--- config.mk ---
export PLATFORM = sky130hd
export DESIGN_NAME = tx_serializer_10b
export DESIGN_NICKNAME = d
export VERILOG_FILES = /design/src/rtl/tx_serializer_10b.sv
export SDC_FILE = /design/constraint.sdc
export NUM_CORES = 1
export LEC_CHECK = 0
export ABC_AREA = 1
export BUFFER_PORTS_ARGS = -buffer_cell sky130_fd_sc_hd__buf_2
export CAP_MARGIN = 40
export CORE_MARGIN = 2
export CORE_UTILIZATION = 41
export CTS_CLUSTER_DIAMETER = 50
export DETAILED_ROUTE_END_ITERATION = 7
export GPL_ROUTABILITY_DRIVEN = 0
export GPL_TIMING_DRIVEN = 0
export SLEW_MARGIN = 5
export SYNTH_ARGS = -nofsm -noshare
export SYNTH_HDL_FRONTEND = slang
export SYNTH_SLANG_ARGS = --single-unit
--- constraint.sdc ---
create_clock -name clk -period 3.35 [get_ports clk]
set_input_delay 0.335 -clock clk [delete_from_list [all_inputs] [get_ports clk]]
set_output_delay 0.335 -clock clk [all_outputs]
set_load 0.05 [all_outputs]
--- src/rtl/tx_serializer_10b.sv ---
// -----------------------------------------------------------------------------
// tx_serializer_10b
//
// Purpose:
//   Output stage behind the 8b/10b encoder. It takes one encoded symbol at a
//   time over a valid/ready handshake and shifts it out MSB first, which is
//   bit 'a' of the {a,b,c,d,e,i,f,g,h,j} ordering. It keeps the running
//   disparity of the transmitted stream. A one-entry hold register sits in
//   front of the shifter, so the next symbol follows the current one with no
//   gap bit.
//
// Optional feature (macro COMMA_IDLE_EN):
//   When defined, the line never idles. At any symbol boundary with no data
//   waiting, a K28.5 comma of the correct disparity is sent instead.
//   (COMMA_NEG when o_rdisp=0, COMMA_POS when o_rdisp=1.)
//   When undefined, the line drives low with o_active=0 between symbols.
//
// Parameters:
//   WORD_W     symbol width (10)
//   COMMA_NEG  K28.5 sent when running disparity is negative
//   COMMA_POS  K28.5 sent when running disparity is positive
//
// Ports:
//   clk          rising-edge clock
//   rst          synchronous reset, active-high
//   i_word       encoded symbol
//   i_valid      i_word valid; a transfer occurs when i_valid & o_ready
//   o_ready      hold register empty (registered)
//   o_sdata      serial bit, registered
//   o_active     o_sdata carries a symbol bit (data or comma)
//   o_sym_start  high while o_sdata shows bit 'a'
//   o_rdisp      running disparity after the last loaded symbol (0 = RD-)
//   o_underrun   one-cycle pulse: a data symbol ended with no data waiting
// -----------------------------------------------------------------------------
module tx_serializer_10b #(
    parameter int                WORD_W    = 10,
    parameter logic [WORD_W-1:0] COMMA_NEG = 10'b0011111010,
    parameter logic [WORD_W-1:0] COMMA_POS = 10'b1100000101
) (
    input  logic              clk,
    input  logic              rst,
    input  logic [WORD_W-1:0] i_word,
    input  logic              i_valid,
    output logic              o_ready,
    output logic              o_sdata,
    output logic              o_active,
    output logic              o_sym_start,
    output logic              o_rdisp,
    output logic              o_underrun
);

    localparam int                CNT_W    = $clog2(WORD_W);
    localparam int                POP_W    = $clog2(WORD_W + 1);
    localparam logic [CNT_W-1:0]  LAST_BIT = CNT_W'(WORD_W - 1);
    localparam logic [POP_W:0]    WORD_CMP = (POP_W + 1)'(WORD_W);

    typedef enum logic {
        S_IDLE  = 1'b0,
        S_SHIFT = 1'b1
    } state_t;

    // Registers
    state_t            r_state;
    logic [WORD_W-1:0] r_hold;
    logic              r_hold_vld;
    logic [WORD_W-1:0] r_shift;
    logic [CNT_W-1:0]  r_bit_cnt;
    logic              r_rdisp;
    logic              r_underrun;
`ifdef COMMA_IDLE_EN
    // Set when the symbol currently on the line is data rather than a comma.
    // Only data -> comma transitions count as an underrun.
    logic              r_cur_data;
    logic              w_cur_data_next;
`endif

    // Next-state wires
    state_t            w_state_next;
    logic [WORD_W-1:0] w_hold_next;
    logic              w_hold_vld_next;
    logic [WORD_W-1:0] w_shift_next;
    logic [CNT_W-1:0]  w_bit_cnt_next;
    logic              w_rdisp_next;
    logic              w_underrun_next;

    // Datapath helpers
    logic              w_accept;
    logic              w_load;
    logic [WORD_W-1:0] w_load_sym;
    logic [POP_W-1:0]  w_ones;
    logic [POP_W:0]    w_ones_x2;

    function automatic logic [POP_W-1:0] popcount(input logic [WORD_W-1:0] v);
        logic [POP_W-1:0] n;
        n = '0;
        for (int k = 0; k < WORD_W; k++) begin
            n = n + POP_W'(v[k]);
        end
        return n;
    endfunction

    // A held data word always wins over a comma. Without the comma feature,
    // loads only happen with r_hold_vld set, so the comma leg is dead logic.
    assign w_load_sym = r_hold_vld ? r_hold : (r_rdisp ? COMMA_POS : COMMA_NEG);
    assign w_ones     = popcount(w_load_sym);
    assign w_ones_x2  = {w_ones, 1'b0};

    // The accept side sees only the registered o_ready. A drain and an accept
    // therefore never coincide on the same edge.
    assign w_accept = i_valid & ~r_hold_vld;

    always_comb begin
        w_state_next    = r_state;
        w_hold_next     = r_hold;
        w_hold_vld_next = r_hold_vld;
        w_shift_next    = r_shift;
        w_bit_cnt_next  = r_bit_cnt;
        w_rdisp_next    = r_rdisp;
        w_underrun_next = 1'b0;
        w_load          = 1'b0;
`ifdef COMMA_IDLE_EN
        w_cur_data_next = r_cur_data;
`endif

        case (r_state)
            S_IDLE: begin
`ifdef COMMA_IDLE_EN
                w_load = 1'b1;
`else
                w_load = r_hold_vld;
`endif
            end

            S_SHIFT: begin
                if (r_bit_cnt == LAST_BIT) begin
                    // Symbol boundary: chain the next symbol in without a gap.
                    if (r_hold_vld) begin
                        w_load = 1'b1;
                    end else begin
`ifdef COMMA_IDLE_EN
                        w_load          = 1'b1;
                        w_underrun_next = r_cur_data;
`else
                        w_state_next    = S_IDLE;
                        w_shift_next    = '0;
                        w_bit_cnt_next  = '0;
                        w_underrun_next = 1'b1;
`endif
                    end
                end else begin
                    w_shift_next   = {r_shift[WORD_W-2:0], 1'b0};
                    w_bit_cnt_next = r_bit_cnt + 1'b1;
                end
            end

            default: begin
                w_state_next = S_IDLE;
            end
        endcase

        if (w_load) begin
            w_state_next   = S_SHIFT;
            w_shift_next   = w_load_sym;
            w_bit_cnt_next = '0;
`ifdef COMMA_IDLE_EN
            w_cur_data_next = r_hold_vld;
`endif
            // Balanced symbols leave the disparity where it was.
            if (w_ones_x2 > WORD_CMP) begin
                w_rdisp_next = 1'b1;
            end else if (w_ones_x2 < WORD_CMP) begin
                w_rdisp_next = 1'b0;
            end
        end

        if (w_load && r_hold_vld) begin
            w_hold_vld_next = 1'b0;
        end else if (w_accept) begin
            w_hold_vld_next = 1'b1;
            w_hold_next     = i_word;
        end
    end

    always_ff @(posedge clk) begin
        if (rst) begin
            r_state    <= S_IDLE;
            r_hold     <= '0;
            r_hold_vld <= 1'b0;
            r_shift    <= '0;
            r_bit_cnt  <= '0;
            r_rdisp    <= 1'b0;
            r_underrun <= 1'b0;
`ifdef COMMA_IDLE_EN
            r_cur_data <= 1'b0;
`endif
        end else begin
            r_state    <= w_state_next;
            r_hold     <= w_hold_next;
            r_hold_vld <= w_hold_vld_next;
            r_shift    <= w_shift_next;
            r_bit_cnt  <= w_bit_cnt_next;
            r_rdisp    <= w_rdisp_next;
            r_underrun <= w_underrun_next;
`ifdef COMMA_IDLE_EN
            r_cur_data <= w_cur_data_next;
`endif
        end
    end

    // Every output is a flop or a decode of flops. The shifter is cleared
    // whenever the line idles, so its MSB already reads 0 there.
    assign o_ready     = ~r_hold_vld;
    assign o_sdata     = r_shift[WORD_W-1];
    assign o_active    = (r_state == S_SHIFT);
    assign o_sym_start = (r_state == S_SHIFT) && (r_bit_cnt == '0);
    assign o_rdisp     = r_rdisp;
    assign o_underrun  = r_underrun;

endmodule

# ---- Word-level counts from Yosys, hierarchy flattened
# Index checks and enable logic that the tools add are counted.
dict set report totals {
  regBits 28
  in_bits 13
  out_inout_bits 6
  word_cells 56
}
dict set report op_classes {
  n_addsub 10
  n_lt_le_gt_ge 2
  eq_ne 3
  mux 17
  n_bitwise 5
  reduce_logical 12
}
# cell count
set op_table {}
lappend op_table {{10-bit 2-to-1 mux} 6}
lappend op_table {{4-bit by 1-bit adder with 4-bit output} 6}
lappend op_table {{1-bit 2-to-1 mux} 8}
lappend op_table {{4-bit 2-to-1 mux} 2}
lappend op_table {{2-bit AND reduction} 4}
lappend op_table {{5-bit by 4-bit > comparator with 1-bit output, second input constant} 1}
lappend op_table {{5-bit by 4-bit less-than comparator with 1-bit output, second input constant} 1}
lappend op_table {{3-bit by 1-bit adder with 4-bit output} 1}
lappend op_table {{4-bit by 1-bit adder with 4-bit output, second input constant} 1}
lappend op_table {{4-bit equality test, second input constant} 1}
lappend op_table {{4-bit zero test} 1}
lappend op_table {{1-bit NOT} 4}
lappend op_table {{2-bit nonzero test} 2}
lappend op_table {{2-bit OR reduction} 2}
lappend op_table {{2-bit by 1-bit adder with 3-bit output} 1}
lappend op_table {{3-bit inequality test, second input constant} 1}
lappend op_table {{3-bit OR reduction} 1}
lappend op_table {{1-bit by 1-bit adder with 2-bit output} 1}
lappend op_table {{1-bit logical AND} 2}
lappend op_table {{2-bit inequality test, second input constant} 1}
lappend op_table {{1-bit one-hot mux with 2 select lines} 1}
lappend op_table {{1-bit AND} 1}

# ---- Longest topological paths before layout
dict set report logic_depth {
  ltp_word 14
  depth_mapped 17
  ltp_nobuf 17
}

# ---- Least setup slack after synthesis
# Ideal clock, no wire load.
dict set report synth_timing {
  path_type {flip-flop to flip-flop}
  from {reg r_rdisp (netlist: o_rdisp)}
  to {reg r_rdisp (netlist: o_rdisp)}
  setup_time_ns 0.067
  t_arrival_ns 3.746
  t_required_ns 3.283
  setup_slack_ns -0.462
  path_stages_with_launch 15
  n_path_buf 1
  period_less_slack_ns 3.812
  cell_sequence {dfxtp_1 -> or2_1 -> buf_2 -> nand2_1 -> fa_1 -> inv_1 -> fa_1 -> fa_1 -> inv_1 -> ha_1 -> fa_1 -> nor2_1 -> o21ai_0 -> nand3_2 -> a21oi_2}
}
dict set report synth_between {
  elab_chain_cells 14
  word_cells_on_any_way 16
  cone_classes {add/sub (9); order compare (2); mux (3); reduce/logical (2)}
}
# item line_no
set synth_rtl {}
lappend synth_rtl {{start, declared} 68} ;# logic r_rdisp;
lappend synth_rtl {{start signal, assigned} 202} ;# r_rdisp <= w_rdisp_next;
lappend synth_rtl {{10-bit 2-to-1 mux (*) (2 in series)} 104} ;# assign w_load_sym = r_hold_vld ? r_hold : (r_rdisp ? COMMA_POS : COMMA_NEG);
lappend synth_rtl {{1-bit by 1-bit adder with 2-bit output} 97} ;# n = n + POP_W'(v[k]);
lappend synth_rtl {{2-bit by 1-bit adder with 3-bit output} 97}
lappend synth_rtl {{3-bit by 1-bit adder with 4-bit output} 97}
lappend synth_rtl {{4-bit by 1-bit adder with 4-bit output (5 in series)} 97}
lappend synth_rtl {{4-bit by 1-bit adder with 4-bit output (*)} 97}
lappend synth_rtl {{5-bit by 4-bit > comparator with 1-bit output or 5-bit by 4-bit less-than comparator with 1-bit output (tied branches)} {169, 171}}
lappend synth_rtl {{2-bit nonzero test (no line)} -}
lappend synth_rtl {{2-bit AND reduction (no line)} -}
# Every way passes the cells marked *; elsewhere a longest branch is shown, timed or not.
# A chain may end at the register's enable or synchronous reset.

# ---- Worst setup path after layout
dict set report layout_timing {
  from {reg r_hold_vld}
  to {reg r_rdisp (netlist: o_rdisp)}
}
dict set report layout_between {
  elab_chain_cells 13
  word_cells_on_any_way 18
  cone_classes {add/sub (9); order compare (2); mux (5); reduce/logical (2)}
}
# item line_no
set layout_rtl {}
lappend layout_rtl {{start, declared} 65} ;# logic r_hold_vld;
lappend layout_rtl {{start signal, assigned} 199} ;# r_hold_vld <= w_hold_vld_next;
lappend layout_rtl {{10-bit 2-to-1 mux} 104}
lappend layout_rtl {{1-bit by 1-bit adder with 2-bit output} 97}
lappend layout_rtl {{2-bit by 1-bit adder with 3-bit output} 97}
lappend layout_rtl {{3-bit by 1-bit adder with 4-bit output} 97}
lappend layout_rtl {{4-bit by 1-bit adder with 4-bit output (6 in series)} 97}
lappend layout_rtl {{5-bit by 4-bit > comparator with 1-bit output or 5-bit by 4-bit less-than comparator with 1-bit output (tied branches)} {169, 171}}
lappend layout_rtl {{2-bit nonzero test (no line)} -}
lappend layout_rtl {{2-bit AND reduction (no line)} -}
# Parallel ways exist; a longest one is shown, timed or not.

==> impl_metrics.env <==
export IMPL_status="finished, violations left"
export IMPL_violations="negative setup slack"
export IMPL_synth_seq_cells=28
export IMPL_cts_sinks=28
export IMPL_synth_nets=256
export IMPL_numCtsBuffers=3
export IMPL_path_common_cell="fa_1"
export IMPL_vias=1412
export IMPL_finalCritPeriodShare_pct=104
export IMPL_fp_dieH_um=67.4
export IMPL_cp_num_buf_inv=3
export IMPL_cts_root_buf="clkbuf_8"
export IMPL_die_area_um2=4540
export IMPL_start_kind="register"
export IMPL_finalPower_w=0.00149
export IMPL_io_pin_count=19
export IMPL_cts_tree="yes"
export IMPL_critPathRequiredTime_ns=3.56
export IMPL_internal_power_w=0.000851
export IMPL_clock_latency_ns=0.28
export IMPL_slew_headroom_pct=72.2
export IMPL_worst_path_stages=14
export IMPL_grt_pass1_wl_um=5820
export IMPL_yosysWarningCount=0
export IMPL_core_area_um2=3940
export IMPL_multiInputGateArea_um2=910
export IMPL_end_kind="register"
export IMPL_tightest_slew_ns=0.417
export IMPL_dp_hpwl_um=2590
export IMPL_final_setup_tns_ns=-0.122
export IMPL_p_per_area_nw_per_um2=780
export IMPL_layout_commonest_cell="nand2_1"
export IMPL_rows=23
export IMPL_clock_fmax_mhz=288
export IMPL_cp_slowest_cell="fa_1"
export IMPL_p_switching_w=0.000634
export IMPL_antennaDiodeCount=0
export IMPL_grt_overflow=0
export IMPL_worstRegToRegCells=14
export IMPL_via_per_inst=4.60
export IMPL_switching_share_pct=42.7
export IMPL_maxCapViolCount=0
export IMPL_skew_ns=0.00449
export IMPL_avgRoutedWirePerCell_um=11.0
export IMPL_die_w_um=67.4
export IMPL_fillers=406
export IMPL_antenna_found_initial=0
export IMPL_layout_nets=279
export IMPL_slowest_delay_ns=0.54
export IMPL_synth_cell_area_um2=1650
export IMPL_ys_seq_area_share_pct=34.0
export IMPL_p_comb_share_pct=57.6
export IMPL_portBuffers=18
export IMPL_clk_path_buf_depth=2
export IMPL_grt_use_total_pct=16.9
export IMPL_drive_gt1_share_pct=21.8
export IMPL_final_cell_mix="nand2_1 (44), nor2_1 (38), inv_1 (32), dfxtp_1 (26), buf_2 (19)"
export IMPL_areaGrowthSynthToFinish_pct=15.7
export IMPL_critPathKind="register to register"
export IMPL_timing_final_ws_setup_ns=-0.122
export IMPL_leakage_nw=0.906
export IMPL_crit_arrival_ns=3.69
export IMPL_grt_pass1_vias=1265
export IMPL_final_hold_viol_count=0
export IMPL_hp_class="input pin to register"
export IMPL_seqPwrFrac_pct=26.1
export IMPL_grt_start_max_net_pins=17
export IMPL_grt_setup_unrepaired="true"
export IMPL_synth_cells=235
export IMPL_min_path_cells=3
export IMPL_dr_pass1_iters=4
export IMPL_ys_types=29
export IMPL_drcViolationCount=0
export IMPL_clkPwrFrac_pct=16.3
export IMPL_cts_max_level=1
export IMPL_regArea_um2=568
export IMPL_wl_um=3390
export IMPL_setup_viol=1
export IMPL_syn_area_per_cell_um2=7.01
export IMPL_period_minus_slack_ns=3.47
export IMPL_report_final_slew_viol_count=0
export IMPL_drtAntennaViolNets=0
export IMPL_worstPathMaxFanout=10
export IMPL_hold_buffers=0
export IMPL_start_util_pct=41.8
export IMPL_cp_top_family="adder cells"
export IMPL_drt_iter0_markers=43
export IMPL_path_cells="buf_4 > nand2_1 > nand2_2 > fa_1 > inv_2 > fa_1 > fa_1 > inv_1 > ha_2 > fa_2 > nor2_1 > o21ai_1 > nand3_2 > a21oi_2"
export IMPL_ir_drop_mv=0.705
export IMPL_path_clk_slew_ns=0.10
==> logic make-up after synthesis <==
| group | after synthesis | share of synthesized area (%) |
|---|---|---|
| buffers and inverters | 45 | 11.9 |
| AOI/OAI and AO/OA | 39 | 14.4 |
| and+or+nand+nor | 114 | 30.3 |
| adders and majority gates | 8 | 8.81 |
| xor gates and xnor gates | 1 | 0.532 |
| DFF | 28 | 34.0 |
==> cells in the mapped netlist <==
cell type	number	share of area [%]
a21oi_1	12	3.6
a21oi_2	1	0.53
a21oi_4	1	0.99
buf_2	3	0.91
buf_4	1	0.46
buf_6	2	1.4
clkbuf_1	1	0.23
dfxtp_1	28	34
dlygate4sd1_1	1	0.53
fa_1	6	7.3
ha_1	2	1.5
inv_1	33	7.5
inv_2	4	0.91
nand2_1	50	11
nand2_4	3	2.1
nand3_1	13	4.0
nand3_2	1	0.61
nand4_1	3	1.1
nor2_1	38	8.7
nor2_2	3	1.1
nor2_4	1	0.68
nor3_1	1	0.30
o211ai_1	3	1.4
o21ai_0	18	5.5
o21ai_1	1	0.30
o21ai_2	2	1.1
o21ai_4	1	0.99
or2_1	1	0.38
xor2_1	1	0.53
==> state kept, by name (all words and copies together), names as in the netlist <==
| signal | cells |
|---|---|
| r_hold | 10 |
| r_shift | 10 |
| r_bit_cnt | 4 |
| o_active | 1 |
| o_rdisp | 1 |
| o_underrun | 1 |
| r_hold_vld | 1 |
==> metal layers <==
layer,up-vias,track usage [%],share of wire (%)
met5,-,0,0
met4,0,4.59,1.0
met3,5,3.17,3.0
met2,24,26.5,45
met1,608,23.8,50
li1,775,-,-
==> worst register-to-register path, delay by kind of cell, from the launching register on <==
family          cells  cell delay (ns)
compound gates      2             0.27
fa+ha+maj           5             2.20
simple gates        4             0.29
buf+inv             3             0.26
flops               1             0.38
==> cell type report <==
cell class | instances | share of cell area, %
well taps | 50 | 3.28
multi-input cells | 162 | 47.7
plain buffers | 8 | 3.68
flip-flops and latches | 28 | 29.8
clock buffers | 4 | 3.48
inverters | 37 | 7.29
repair buffers | 18 | 4.73
==> through the flow <==
stage	area [µm²]	util [%]	hold slack, ns	worst slack (ns)	instances
global route	1910	48.3	0.270	-0.296	307
global placement	1820	46.2	0.455	-0.182	303
floorplan	1670	-	0.438	-0.0526	235
detailed placement	1820	46.2	0.474	-0.203	303
finish	1910	48.3	0.269	-0.122	307
CTS	1900	48.2	0.268	-0.134	307
==> final timing paths <==
path	to	startpoint	slack [ns]
worst max-delay path	o_rdisp$_SDFFE_PP0P_	r_hold_vld$_SDFFE_PP0P_	-0.12
worst min-delay path	r_hold[4]$_SDFFE_PP0P_	i_word[4]	0.27
worst max register to register	o_rdisp$_SDFFE_PP0P_	r_hold_vld$_SDFFE_PP0P_	-0.12
worst min register to register	r_hold[0]$_SDFFE_PP0P_	r_hold[0]$_SDFFE_PP0P_	0.49
==> timing repair <==
action | in CTS | in global routing
gates resized for setup | 7 | 2
buffers inserted | 0 | 0
endpoints found under the setup margin | 1 | 1
pin swaps | 0 | 2
==> power groups by stage <==
stage | logic [W] | registers, W | clock network, W
6_report | 0.000856 | 0.000388 | 0.000242
5_1_grt | 0.00101 | 0.000393 | 0.000260
2_1_floorplan | 0.000683 | 0.000414 | 0
3_3_place_gp | 0.000835 | 0.000395 | 0
3_5_place_dp | 0.000846 | 0.000395 | 0
4_1_cts | 0.000858 | 0.000388 | 0.000248
Power figures use the tool's default switching activity.
